[config.mk]
export PLATFORM = sky130hd
export DESIGN_NAME = button_event_arbiter_flat
export DESIGN_NICKNAME = d
export VERILOG_FILES = /design/src/rtl/button_event_arbiter_if.sv /design/src/rtl/button_event_arbiter.sv /design/src/flat_wrapper.sv
export SDC_FILE = /design/constraint.sdc
export NUM_CORES = 1
export LEC_CHECK = 0
export BUFFER_PORTS_ARGS = -buffer_cell sky130_fd_sc_hd__buf_2
export CAP_MARGIN = 20
export CORE_ASPECT_RATIO = 0.5
export CORE_MARGIN = 3
export CORE_UTILIZATION = 60
export DETAILED_ROUTE_END_ITERATION = 7
export PLACE_DENSITY = 0.77
export SYNTH_ARGS = -nofsm -noshare
export SYNTH_HDL_FRONTEND = slang
export SYNTH_SLANG_ARGS = --single-unit
[constraint.sdc]
create_clock -name clk -period 7.3 [get_ports clk]
set_clock_uncertainty 0.1 [all_clocks]
set_input_delay 0.365 -clock clk [delete_from_list [all_inputs] [get_ports clk]]
set_output_delay 0.365 -clock clk [all_outputs]
set_load 0.02 [all_outputs]
[src/rtl/button_event_arbiter_if.sv]
// Event channel from the button arbiter to the game-logic FSM.
// master = arbiter (producer), slave = consumer.
interface button_event_arbiter_if #(
    parameter int N_BTN = 4
);
    localparam int ID_W = $clog2(N_BTN);

    logic            ev_valid;
    logic            ev_ready;
    logic [ID_W-1:0] ev_id;
    logic            ev_long;

    modport master (
        output ev_valid,
        output ev_id,
        output ev_long,
        input  ev_ready
    );

    modport slave (
        input  ev_valid,
        input  ev_id,
        input  ev_long,
        output ev_ready
    );
endinterface

[src/rtl/button_event_arbiter.sv]
// Short/long press classifier with one pending slot per button and a round-robin
// valid/ready event channel. Optional auto-repeat: define BTN_AUTO_REPEAT_EN.
//
// state     | meaning
// S_IDLE    | button released, waiting for a rising level
// S_HELD    | pressed, hold counter running toward LONG_CYCLES
// S_LONG_DONE | long event already posted, waiting for release
module button_event_arbiter #(
    parameter int N_BTN         = 4,
    parameter int LONG_CYCLES   = 25000000,
    parameter int REPEAT_CYCLES = 12500000
) (
    input  logic                   clk,
    input  logic                   reset,
    input  logic [N_BTN-1:0]       btn_level,
    button_event_arbiter_if.master ev,
    output logic [N_BTN-1:0]       btn_busy,
    output logic                   overflow
);
    localparam int ID_W  = $clog2(N_BTN);
    localparam int CNT_W = $clog2(LONG_CYCLES + 1);
    localparam logic [CNT_W-1:0] LONG_C = CNT_W'(LONG_CYCLES);

    typedef enum logic [1:0] {
        S_IDLE,
        S_HELD,
        S_LONG_DONE
    } btn_state_t;

    btn_state_t       state_q   [N_BTN];
    btn_state_t       state_nxt [N_BTN];
    logic [CNT_W-1:0] cnt_q     [N_BTN];
    logic [CNT_W-1:0] cnt_nxt   [N_BTN];

`ifdef BTN_AUTO_REPEAT_EN
    localparam int REP_W = $clog2(REPEAT_CYCLES + 1);
    localparam logic [REP_W-1:0] REP_C = REP_W'(REPEAT_CYCLES);
    logic [REP_W-1:0] rep_q   [N_BTN];
    logic [REP_W-1:0] rep_nxt [N_BTN];
`endif

    logic [N_BTN-1:0] prev_q;
    logic [N_BTN-1:0] post;
    logic [N_BTN-1:0] post_long;
    logic [N_BTN-1:0] pend_q,  pend_nxt;
    logic [N_BTN-1:0] plong_q, plong_nxt;
    logic [N_BTN-1:0] busy_nxt;
    logic             ovf_set;

    logic            valid_q;
    logic [ID_W-1:0] id_q;
    logic            long_q;
    logic [ID_W-1:0] rr_q;
    logic            grant_any;
    logic [ID_W-1:0] grant_idx;

    function automatic logic [ID_W-1:0] rr_pick(input logic [N_BTN-1:0] p,
                                                 input logic [ID_W-1:0]  rr);
        logic [ID_W-1:0] pick;
        logic            found;
        int              j;
        pick  = '0;
        found = 1'b0;
        for (int k = 0; k < N_BTN; k++) begin
            j = int'(rr) + k;
            if (j >= N_BTN) j = j - N_BTN;
            if (!found && p[ID_W'(j)]) begin
                found = 1'b1;
                pick  = ID_W'(j);
            end
        end
        return pick;
    endfunction

    // Per-button press classification.
    always_comb begin
        for (int i = 0; i < N_BTN; i++) begin
            state_nxt[i] = state_q[i];
            cnt_nxt[i]   = cnt_q[i];
            post[i]      = 1'b0;
            post_long[i] = 1'b0;
`ifdef BTN_AUTO_REPEAT_EN
            rep_nxt[i]   = rep_q[i];
`endif
            case (state_q[i])
                S_IDLE: begin
                    if (btn_level[i] && !prev_q[i]) begin
                        state_nxt[i] = S_HELD;
                        cnt_nxt[i]   = CNT_W'(1);
                    end
                end
                S_HELD: begin
                    if (!btn_level[i]) begin
                        post[i]      = 1'b1;
                        state_nxt[i] = S_IDLE;
                        cnt_nxt[i]   = '0;
                    end else if (cnt_q[i] >= LONG_C - CNT_W'(1)) begin
                        // this cycle is the LONG_CYCLES-th held cycle
                        cnt_nxt[i]   = LONG_C;
                        post[i]      = 1'b1;
                        post_long[i] = 1'b1;
                        state_nxt[i] = S_LONG_DONE;
`ifdef BTN_AUTO_REPEAT_EN
                        rep_nxt[i]   = REP_W'(1);
`endif
                    end else begin
                        cnt_nxt[i]   = cnt_q[i] + CNT_W'(1);
                    end
                end
                S_LONG_DONE: begin
                    if (!btn_level[i]) begin
                        state_nxt[i] = S_IDLE;
                        cnt_nxt[i]   = '0;
`ifdef BTN_AUTO_REPEAT_EN
                    end else if (rep_q[i] == REP_C) begin
                        post[i]      = 1'b1;
                        post_long[i] = 1'b1;
                        rep_nxt[i]   = REP_W'(1);
                    end else begin
                        rep_nxt[i]   = rep_q[i] + REP_W'(1);
`endif
                    end
                end
                default: begin
                    state_nxt[i] = S_IDLE;
                    cnt_nxt[i]   = '0;
                end
            endcase
        end
    end

    // Arbitration and pending-slot update.
    always_comb begin
        grant_any = !valid_q && (|pend_q);
        grant_idx = rr_pick(pend_q, rr_q);
        pend_nxt  = pend_q;
        plong_nxt = plong_q;
        ovf_set   = 1'b0;
        busy_nxt  = '0;
        for (int i = 0; i < N_BTN; i++) begin
            if (grant_any && (grant_idx == ID_W'(i))) begin
                pend_nxt[i] = 1'b0;
            end
            if (post[i]) begin
                // a slot being granted this cycle can take the new event
                if (!pend_q[i] || (grant_any && (grant_idx == ID_W'(i)))) begin
                    pend_nxt[i]  = 1'b1;
                    plong_nxt[i] = post_long[i];
                end else begin
                    ovf_set = 1'b1;
                end
            end
            busy_nxt[i] = (state_nxt[i] != S_IDLE) | pend_nxt[i];
        end
    end

    always_ff @(posedge clk) begin
        if (reset) begin
            for (int i = 0; i < N_BTN; i++) begin
                state_q[i] <= S_IDLE;
                cnt_q[i]   <= '0;
`ifdef BTN_AUTO_REPEAT_EN
                rep_q[i]   <= '0;
`endif
            end
            prev_q   <= '0;
            pend_q   <= '0;
            plong_q  <= '0;
            btn_busy <= '0;
            overflow <= 1'b0;
            valid_q  <= 1'b0;
            id_q     <= '0;
            long_q   <= 1'b0;
            rr_q     <= '0;
        end else begin
            for (int i = 0; i < N_BTN; i++) begin
                state_q[i] <= state_nxt[i];
                cnt_q[i]   <= cnt_nxt[i];
`ifdef BTN_AUTO_REPEAT_EN
                rep_q[i]   <= rep_nxt[i];
`endif
            end
            prev_q   <= btn_level;
            pend_q   <= pend_nxt;
            plong_q  <= plong_nxt;
            btn_busy <= busy_nxt;
            overflow <= overflow | ovf_set;
            if (valid_q) begin
                if (ev.ev_ready) valid_q <= 1'b0;
            end else if (grant_any) begin
                valid_q <= 1'b1;
                id_q    <= grant_idx;
                long_q  <= plong_q[grant_idx];
                rr_q    <= (grant_idx == ID_W'(N_BTN - 1)) ? '0 : grant_idx + ID_W'(1);
            end
        end
    end

    assign ev.ev_valid = valid_q;
    assign ev.ev_id    = id_q;
    assign ev.ev_long  = long_q;
endmodule

[src/flat_wrapper.sv]
// flat-port wrapper written by rule: the top's interface ports become plain ports
module button_event_arbiter_flat 
#(
    parameter int N_BTN         = 4,
    parameter int LONG_CYCLES   = 25000000,
    parameter int REPEAT_CYCLES = 12500000
)
  (clk, reset, btn_level, btn_busy, overflow, ev_ev_valid, ev_ev_id, ev_ev_long, ev_ev_ready);
  button_event_arbiter_if #(.N_BTN(N_BTN)) ev_i ();
  input  logic clk;
  input  logic reset;
  input  logic [N_BTN-1:0] btn_level;
  output logic [N_BTN-1:0] btn_busy;
  output logic overflow;
  output wire logic [$bits(ev_i.ev_valid)-1:0] ev_ev_valid;
  output wire logic [$bits(ev_i.ev_id)-1:0] ev_ev_id;
  output wire logic [$bits(ev_i.ev_long)-1:0] ev_ev_long;
  input wire logic [$bits(ev_i.ev_ready)-1:0] ev_ev_ready;
  assign ev_ev_valid = ev_i.ev_valid;
  assign ev_ev_id = ev_i.ev_id;
  assign ev_ev_long = ev_i.ev_long;
  assign ev_i.ev_ready = ev_ev_ready;
  button_event_arbiter #(.N_BTN(N_BTN), .LONG_CYCLES(LONG_CYCLES), .REPEAT_CYCLES(REPEAT_CYCLES)) u_core (.clk(clk), .reset(reset), .btn_level(btn_level), .ev(ev_i), .btn_busy(btn_busy), .overflow(overflow));
endmodule
# After elaboration in Yosys (flattened, before gate mapping)
# Memory sizes are Yosys's and may differ from the RTL's.
# Index checks and enable logic that the tools add are counted.
# W data, S select, Z words.
# word_totals
regBits	23
mem_bits_rw	108
in_bits	7
out_inout_bits	9
word_cells	227
mem_count	2
# classes
addsub	12
n_lt_le_gt_ge	13
eq_ne	11
muxes	120
n_bitwise	14
n_reduce_logical	43
# memory_table
name	depth	width	read_ports	rd_ports_with_merged_regs	wr	line	rtl
u_core.cnt_q	4	25	4	0	4	button_event_arbiter.sv:32	logic [CNT_W-1:0] cnt_q [N_BTN];
u_core.state_q	4	2	4	0	4	button_event_arbiter.sv:30	btn_state_t state_q [N_BTN];
# ops
op	count
$mux W25	20
$pmux W25 S3	4
$add A25 B1 Y25 const B	4
$ge A25 B25 Y1 const B	4
$mux W1	58
$mux W2	29
$pmux W2 S3	4
$lt A2 B4 Y1 const B	4
$or A1 B1 Y1	13
$eq A2 B2 Y1 const B	6
$logic_and A1 B1 Y1	12
$logic_not A1 Y1	12
$bmux W1 S2	5
$eq A2 B1 Y1 const B	5
$logic_not A2 Y1	5
$reduce_and A2 Y1	5
$ge A3 B3 Y1 const B	3
$reduce_bool A2 Y1	4
$sub A2 B1 Y2 const B	4
$add A2 B2 Y3 const B	2
$logic_or A1 B1 Y1	4
$reduce_or A4 Y1	1
$add A2 B1 Y3 const B	1
$ge A2 B3 Y1 const B	1
3 further kinds	3

# Logic depth before layout (Yosys ltp)
# Gate-level depths: netlist of the first run.
# depth
word_depth	27
depth_mapped	11
depth_no_buf	11

# Least setup slack after synthesis of the first run
# OpenSTA, ideal clock, no wires.
# synth_path
path_kind	register to register
startpoint	register u_core.rr_q[1]
endpoint	register u_core.overflow
setup_time_ps	133
arrival_time_ps	2261
required_time_ps	7067
path_slack_ps	4806
path_stages_with_launch	11
path_buffers	0
period_less_slack_ps	2494
path_cell_list	dfxtp_1 -> mux2i_1 -> nor2_1 -> nor3_1 -> ha_1 -> inv_1 -> o21ai_0 -> nor3b_1 -> a211o_1 -> a221oi_1 -> a31oi_1
# synth_via
elab_chain_cells	27
elab_cells_between_ends	61
cone_classes	7 x add/sub; 4 x order compare; 3 x eq/ne; 31 x mux; 1 x bitwise; 15 x reduce/logical
# synth_lines
element	line	rtl
from (decl)	button_event_arbiter.sv:53	logic [ID_W-1:0] rr_q;
from (signal assigned)	button_event_arbiter.sv:194	rr_q <= (grant_idx == ID_W'(N_BTN - 1)) ? '0 : grant_idx + ID_W'(1);
parallel branches: the longest is 14 deep, another holds $add A2 B1 Y3	n/a	
$mux W2 *	button_event_arbiter.sv:67	if (!found && p[ID_W'(j)]) begin
via u_core.grant_idx[0]	button_event_arbiter.sv:55	logic [ID_W-1:0] grant_idx;
$logic_not A2 Y1	button_event_arbiter.sv:146	if (!pend_q[i] || (grant_any && (grant_idx == ID_W'(i)))) begin
$logic_and A1 B1 Y1	button_event_arbiter.sv:146	
$logic_or A1 B1 Y1	button_event_arbiter.sv:146	
$mux W1	button_event_arbiter.sv:146	
$mux W1	button_event_arbiter.sv:144	if (post[i]) begin
$mux W1	button_event_arbiter.sv:146	
$mux W1	button_event_arbiter.sv:144	
$mux W1	button_event_arbiter.sv:146	
$mux W1	button_event_arbiter.sv:144	
$mux W1	button_event_arbiter.sv:146	
$mux W1 *	button_event_arbiter.sv:144	
$or A1 B1 Y1 *	button_event_arbiter.sv:187	overflow <= overflow | ovf_set;
to (signal assigned)	button_event_arbiter.sv:187	
to (decl)	button_event_arbiter.sv:18	output logic overflow
# Mark *: on every way through the listed nets, which the timed path passes. The select of a mux whose other input is x is not followed.
# A chain may end at the register's enable or synchronous reset.

# Final worst setup path of the first run
# Same ends and word-level chain as after synthesis.

==> flow_summary.yaml, run 1 <==
power_and_ir_drop:
  total_leakage_power_uw: 0.002753
  power_density_over_the_cells_nw_per_um2: 211.3
  vdd.ir_drop.worst_mv: 0.1333
synthesis:
  synthesis.instances: 922
  synth_top_cell_area_share: 0.3746
  postSynthAreaPerCell_um2: 7.594
  synthesis.nets: 937
  yosysMostFrequentCell: "sky130_fd_sc_hd__dfxtp_1"
  yosys_register_bits: 131
  mappedNetlistArea_um2: 7002
  synth_top_cells_by_count: "131 x sky130_fd_sc_hd__dfxtp_1, 103 x sky130_fd_sc_hd__nor2_1, 91 x sky130_fd_sc_hd__o21ai_0, 86 x sky130_fd_sc_hd__a21oi_1, 85 x sky130_fd_sc_hd__nand2_1"
  asyncSetResetFlopFracSynth: 0
  postSynth.topFlopCell: "sky130_fd_sc_hd__dfxtp_1"
  yosysSeqAreaShare: 0.3746
  synth.yosys.warnings: 0
  synth-edff-count: 0
  synth_cell_types: 63
  synth_area_leader_cell: "sky130_fd_sc_hd__dfxtp_1"
  synthTopCellsByArea: "sky130_fd_sc_hd__dfxtp_1 37%, sky130_fd_sc_hd__o21ai_0 6.5%, sky130_fd_sc_hd__a21oi_1 6.1%, sky130_fd_sc_hd__nor2_1 5.5%, sky130_fd_sc_hd__nand2_1 4.6%"
floorplanning:
  floorplan.die.height_um: 82.39
  floorplan.initialDensity: 0.6262
  die_w_um: 158.8
  die_area_um2: 13080
  ioPinCount: 16
  row_count: 27
  core_area_um2: 11180
setup_path:
  setup.worst_path.start_class: "flip-flop"
  worst_setup_path_startpoint: "u_core.rr_q[1]"
  critical_path_class: "reg -> reg"
  r2r-start: "u_core.rr_q[1]"
  crit_arrival_ns: 3.16
  required_ns: 7.44
  end_kind: "flip-flop"
  cp_max_fo: 6
clock_network:
  clock_tree.root_cell: "sky130_fd_sc_hd__clkbuf_16"
  tritoncts_num_sinks: 131
  clk_transition_reported_paths_ns: 0.05
  clk-insertion-delay-late_ns: 0.41
  post_cts_buffers: 0
  cts_inserted_buffers: 17
  cts_max_level: 4
  cts.repair.resized: 0
  cts_tree: "yes"
  cts_hold_repair.buffers: 0
  clock_path_buffers: 2
global_route:
  grt_start_max_net_pins: 75
  groute.usage.overall: 0.2474
  via_count_of_the_first_global_routing_pass: 5846
  gr-total-overflow: 0
  grt_first_pass_wirelength_mm: 27.04
  antenna_violations_before_repair: 0
sta:
  unrepaired_setup_endpoints_after_global_routing: "false"
  relSlewSlack: 0.3975
  finalHoldViolations: 0
  final_max_slew_viol_count: 0
  tns_ns: 0
  fin_crit_ns: 3.017
  final_setup_violations: 0
  timing_worst_slew_pin_value_ns: 0.8962
  max_freq_ghz: 0.3315
  timing.final.crit_share: 0.4133
hold_path:
  min_path_type: "in -> reg"
  holdCritStartpoint: "ev_ev_ready"
final_layout:
  net_total_in_the_final_layout: 932
  fillers: 924
  syn2layout_area_growth_pct: 10.08
  final_cells: 1087
  drive_gt1_frac: 0.06573
  num_antenna_cells: 0
placed_design:
  io_buffer_count: 15
  gp_congestion: 0.8681
  hpwl_detailed_mm: 10.53
  post-place-cells: 1057
detailed_routing:
  drt-pass1-iter-count: 5
  num_vias: 6676
  drcViolationCount: 0
  via_per_inst: 6.142
  finalWirelength_mm: 16.23
  routedWlPerCell_um: 14.93
  iteration_0_drc_count_of_the_detailed_router: 497
  drt.antenna.violating_nets: 0
outcome:
  status: "finished clean"
run:
  maxCapViolations: 0
==> critical path, cell delays in order (launching register included) <==
cell and delay [ns]:
sky130_fd_sc_hd__dfxtp_1 0.43, sky130_fd_sc_hd__mux2i_1 0.21, sky130_fd_sc_hd__nor2_1 0.06, sky130_fd_sc_hd__nor3_1 0.51
sky130_fd_sc_hd__ha_1 0.26, sky130_fd_sc_hd__inv_1 0.04, sky130_fd_sc_hd__o21ai_0 0.44, sky130_fd_sc_hd__nor3b_1 0.14
sky130_fd_sc_hd__a211o_1 0.32, sky130_fd_sc_hd__a221oi_1 0.24, sky130_fd_sc_hd__a31oi_1 0.12
==> flip-flops by register name, summed over array words and instances, names as in the netlist <==
signal / flops
u_core.state_q: 8
u_core.pend_q: 4
u_core.prev_q: 4
u_core.rr_q: 2
u_core.ev.ev_valid: 1
u_core.btn_busy: 4
u_core.plong_q: 4
u_core.overflow: 1
u_core.ev.ev_id: 2
u_core.ev.ev_long: 1
u_core.cnt_q: 100
==> stage by stage <==
step	setup WS, ns	power (µW)	utilization	cell area [µm²]	hold WS (ns)
final	4.283	1628	0.6893	7707	0.1305
after global routing	3.938	1690	0.6893	7707	0.1573
after CTS	4.305	1641	0.6893	7707	0.1165
after detailed placement	4.399	858.0	0.6408	7166	0.3453
after global placement	4.484	854.9	0.6408	7166	0.3411
after floorplan	4.806	828.6	-	7002	0.3582
==> path summary, 6_finish.rpt <==
| path | endpoint | slack (ns) | cells after the start |
|---|---|---|---|
| max | u_core.overflow | 4.28 | 10 |
| min | u_core.ev.ev_valid | 0.13 | 3 |
| max reg2reg | u_core.overflow | 4.28 | 10 |
| min reg2reg | u_core.ev.ev_id[0] | 0.35 | 2 |
==> cell families after synthesis <==
group | synth area share
compound gates | 0.2370
xor+xnor | 0.03377
flops | 0.3746
simple gates | 0.2904
buf+inv | 0.04146
mux | 0.008578
fa+ha+maj | 0.01430
==> cell usage in the layout, fill, tap and decap left out, types with 17 or more instances in the layout <==
cell type and instances:
sky130_fd_sc_hd__nand2_1 85, sky130_fd_sc_hd__nand4_1 28, sky130_fd_sc_hd__o21ai_0 91, sky130_fd_sc_hd__nand3_1 32
sky130_fd_sc_hd__nor2_1 103, sky130_fd_sc_hd__inv_1 29, sky130_fd_sc_hd__nor2b_1 24, sky130_fd_sc_hd__a31oi_1 25
sky130_fd_sc_hd__dfxtp_1 131, sky130_fd_sc_hd__xor2_1 18, sky130_fd_sc_hd__a21oi_1 86, sky130_fd_sc_hd__clkbuf_16 17
sky130_fd_sc_hd__nor3_1 34
==> report_power, final <==
group	leakage [µW]	internal, µW	switching, µW
registers	0.00106	726	12.4
logic	0.00142	34.8	71.4
clock network	0.000270	478	306
total	0.00275	1240	390
==> routing by layer <==
layer  GRT usage  up-vias  share of wire
met5           0        -              0
met4     0.08734        0          0.010
met3     0.04185       18          0.043
met2      0.4288      141           0.47
met1      0.3199     3162           0.48
li1            -     3355              -
==> cell type report <==
class / instances / area, µm² / share of cell area
Clock buffer: 19 / 452.9 / 0.05877
Clock inverter: 11 / 88.84 / 0.01153
Multi-Input combinational cell: 715 / 4100 / 0.5320
Inverter: 29 / 108.9 / 0.01412
Sequential cell: 131 / 2623 / 0.3403
Timing Repair Buffer: 23 / 135.1 / 0.01753
Tap cell: 159 / 198.9 / 0.02581
Note: power is estimated with default switching activity, not from simulation.
==> run 2: changes to the inputs <==
--- a/config.mk
+++ b/config.mk
@@ -5,13 +5,14 @@
 export SDC_FILE = /design/constraint.sdc
 export NUM_CORES = 1
 export LEC_CHECK = 0
+export ABC_AREA = 1
 export BUFFER_PORTS_ARGS = -buffer_cell sky130_fd_sc_hd__buf_2
 export CAP_MARGIN = 20
 export CORE_ASPECT_RATIO = 0.5
 export CORE_MARGIN = 3
-export CORE_UTILIZATION = 60
+export CORE_UTILIZATION = 57
 export DETAILED_ROUTE_END_ITERATION = 7
-export PLACE_DENSITY = 0.77
+export PLACE_DENSITY = 0.76
 export SYNTH_ARGS = -nofsm -noshare
 export SYNTH_HDL_FRONTEND = slang
 export SYNTH_SLANG_ARGS = --single-unit
==> constraint.sdc (replaced) <==
create_clock -name clk -period 2.5 [get_ports clk]
set_clock_uncertainty 0.1 [all_clocks]
set_input_delay 0.125 -clock clk [delete_from_list [all_inputs] [get_ports clk]]
set_output_delay 0.125 -clock clk [all_outputs]
set_load 0.02 [all_outputs]
==> flow_summary.yaml, run 2 <==
final_layout:
  sequential_cell_area_um2: 2626
  syn2layout_area_growth_pct: 12.82
  multiInputGateArea_um2: 4577
  final_cells: 1466
  layout.cells.most_common: "sky130_fd_sc_hd__nand2_1"
  reg_top3: "u_core.cnt_q (100), u_core.state_q (8)"
  fillers: 1158
  utilization: 0.6831
  largest-register: "u_core.cnt_q"
  mostFrequentLayoutCells: "311 x sky130_fd_sc_hd__nand2_1, 162 x sky130_fd_sc_hd__nor2_1, 155 x sky130_fd_sc_hd__inv_1, 130 x sky130_fd_sc_hd__dfxtp_1, 79 x sky130_fd_sc_hd__nand3_1"
  net_total_in_the_final_layout: 1282
  largest_register_ffs: 100
  num_antenna_cells: 0
  drive_gt1_frac: 0.1078
placed_design:
  io_buffer_count: 15
  post-place-cells: 1427
  gp_congestion: 0.9380
  hpwl_detailed_mm: 13.90
global_route:
  grt_start_max_net_pins: 59
  grt_first_pass_wirelength_mm: 33.65
  gr-total-overflow: 0
  via_count_of_the_first_global_routing_pass: 7236
  groute.usage.overall: 0.2631
  antenna_violations_before_repair: 0
synthesis:
  postSynthAreaPerCell_um2: 6.424
  synth_cell_types: 52
  synth.yosys.warnings: 0
  synth-edff-count: 0
  yosys_register_bits: 131
  yosysMostFrequentCell: "sky130_fd_sc_hd__nand2_1"
  synthesis.nets: 1253
  synth_top_cells_by_count: "311 x sky130_fd_sc_hd__nand2_1, 162 x sky130_fd_sc_hd__nor2_1, 157 x sky130_fd_sc_hd__inv_1, 131 x sky130_fd_sc_hd__dfxtp_1, 79 x sky130_fd_sc_hd__nand3_1"
  asyncSetResetFlopFracSynth: 0
  synth_top_cell_area_share: 0.3298
  synthTopCellsByArea: "sky130_fd_sc_hd__dfxtp_1 33%, sky130_fd_sc_hd__nand2_1 15%, sky130_fd_sc_hd__nor2_1 7.6%, sky130_fd_sc_hd__inv_1 7.4%, sky130_fd_sc_hd__nand3_1 5.0%"
  postSynth.topFlopCell: "sky130_fd_sc_hd__dfxtp_1"
  yosysSeqAreaShare: 0.3298
  synth_area_leader_cell: "sky130_fd_sc_hd__dfxtp_1"
  synthesis.instances: 1238
  mappedNetlistArea_um2: 7953
sta:
  unrepaired_setup_endpoints_after_global_routing: "false"
  max_freq_ghz: 0.4431
  final_max_slew_viol_count: 0
  relSlewSlack: 0.5179
  fin_crit_ns: 2.257
  final_setup_violations: 0
  finalHoldViolations: 0
  tns_ns: 0
  timing_worst_slew_pin_value_ns: 0.7231
  timing.final.crit_share: 0.9028
detailed_routing:
  routedWlPerCell_um: 13.61
  drcViolationCount: 0
  num_vias: 7996
  drt-pass1-iter-count: 7
  iteration_0_drc_count_of_the_detailed_router: 667
  via_per_inst: 5.454
  finalWirelength_mm: 19.96
  drt.antenna.violating_nets: 0
floorplanning:
  core_area_um2: 13140
  floorplan.die.height_um: 89.52
  floorplan.initialDensity: 0.6054
  die_area_um2: 15490
  ioPinCount: 16
  die_w_um: 173.0
  row_count: 29
setup_path:
  crit_arrival_ns: 2.45
  end_kind: "flip-flop"
  cp_max_fo: 11
  critical_path_class: "reg -> reg"
  required_ns: 2.69
  setup.worst_path.start_class: "flip-flop"
clock_network:
  clock_tree.root_cell: "sky130_fd_sc_hd__clkbuf_16"
  cts_inserted_buffers: 17
  clock_path_buffers: 2
  cts_tree: "yes"
  clk-insertion-delay-late_ns: 0.43
  cts_max_level: 4
  tritoncts_num_sinks: 131
  clk_transition_reported_paths_ns: 0.06
power_and_ir_drop:
  total_leakage_power_uw: 0.003726
  power_density_over_the_cells_nw_per_um2: 611.0
  vdd.ir_drop.worst_mv: 0.4842
hold_path:
  min_path_type: "in -> reg"
run:
  maxCapViolations: 0
outcome:
  status: "finished clean"
run 2: repair_timing:
item,in CTS,in global routing
hold buffers,5,0
gates cloned,0,0
endpoints found under the setup margin,3,12
endpoints found under the hold margin,10,0
pin swaps,0,1
buffers inserted,0,2
resized for setup,1,11
run 2: final timing paths:
kind / from / endpoint / slack (ns) / cells past startpoint
setup reg to reg: u_core.cnt_q[2][0] / u_core.cnt_q[2][23] / 0.24 / 12
hold reg to reg: u_core.ev.ev_id[0] / u_core.ev.ev_id[0] / 0.37 / 2
hold / removal: reset / u_core.cnt_q[2][20] / 0.06 / 4
setup / recovery: u_core.cnt_q[2][0] / u_core.cnt_q[2][23] / 0.24 / 12
run 2: area by class of cell:
| cell class | instances | area share |
|---|---|---|
| timing repair buffer | 37 | 0.02956 |
| sequential | 131 | 0.2927 |
| multi-input combinational | 912 | 0.5101 |
| inverter | 168 | 0.07056 |
| clock buffer | 19 | 0.04937 |
| tap | 186 | 0.02594 |
| clock inverter | 13 | 0.02175 |
run 2: where the power goes:
group          switching [µW]  internal [µW]  total (µW)
sequential               41.5           2130        2180
clock                    1030           1710        2750
combinational             385            175         561
run 2: logic make-up after synthesis:
group,Yosys count,synth area share
adder cells (fa/ha/maj),8,0.01259
AND/OR/NAND/NOR,699,0.3987
XOR/XNOR,44,0.04846
flip-flops,131,0.3298
buffers and inverters,195,0.09676
AO/OA/AOI/OAI,161,0.1138
run 2: worst max-delay path: stages, from the launching register on:
cell and delay [ns]:
sky130_fd_sc_hd__dfxtp_1 0.41, sky130_fd_sc_hd__ha_1 0.17, sky130_fd_sc_hd__inv_1 0.06, sky130_fd_sc_hd__nor2_2 0.18, sky130_fd_sc_hd__nand4_1 0.11, sky130_fd_sc_hd__nor2_1 0.19
sky130_fd_sc_hd__nand2_1 0.14, sky130_fd_sc_hd__nand3_4 0.13, sky130_fd_sc_hd__inv_2 0.06, sky130_fd_sc_hd__nand3_2 0.07, sky130_fd_sc_hd__nand2_1 0.05, sky130_fd_sc_hd__nand2_1 0.37
sky130_fd_sc_hd__nor2_1 0.08
run 2: routing by layer:
| metal | global-route usage | part of all wire | up-vias |
|---|---|---|---|
| li1 | - | - | 4054 |
| met1 | 0.3419 | 0.48 | 3683 |
| met2 | 0.4551 | 0.45 | 225 |
| met3 | 0.04538 | 0.055 | 34 |
| met4 | 0.08523 | 0.016 | 0 |
| met5 | 0 | 0 | - |
run 2: stage by stage:
stage	hold WS (ns)	power (µW)	worst slack [ns]	cell area, µm²
after global routing	0.1212	5679	0.01907	8972
after floorplan	0.09104	2577	0.3350	7953
after detailed placement	0.3310	2733	-0.03376	8247
after CTS	0.05139	5473	0.06804	8936
final	0.05979	5482	0.2431	8972
after global placement	0.3221	2713	0.09734	8247
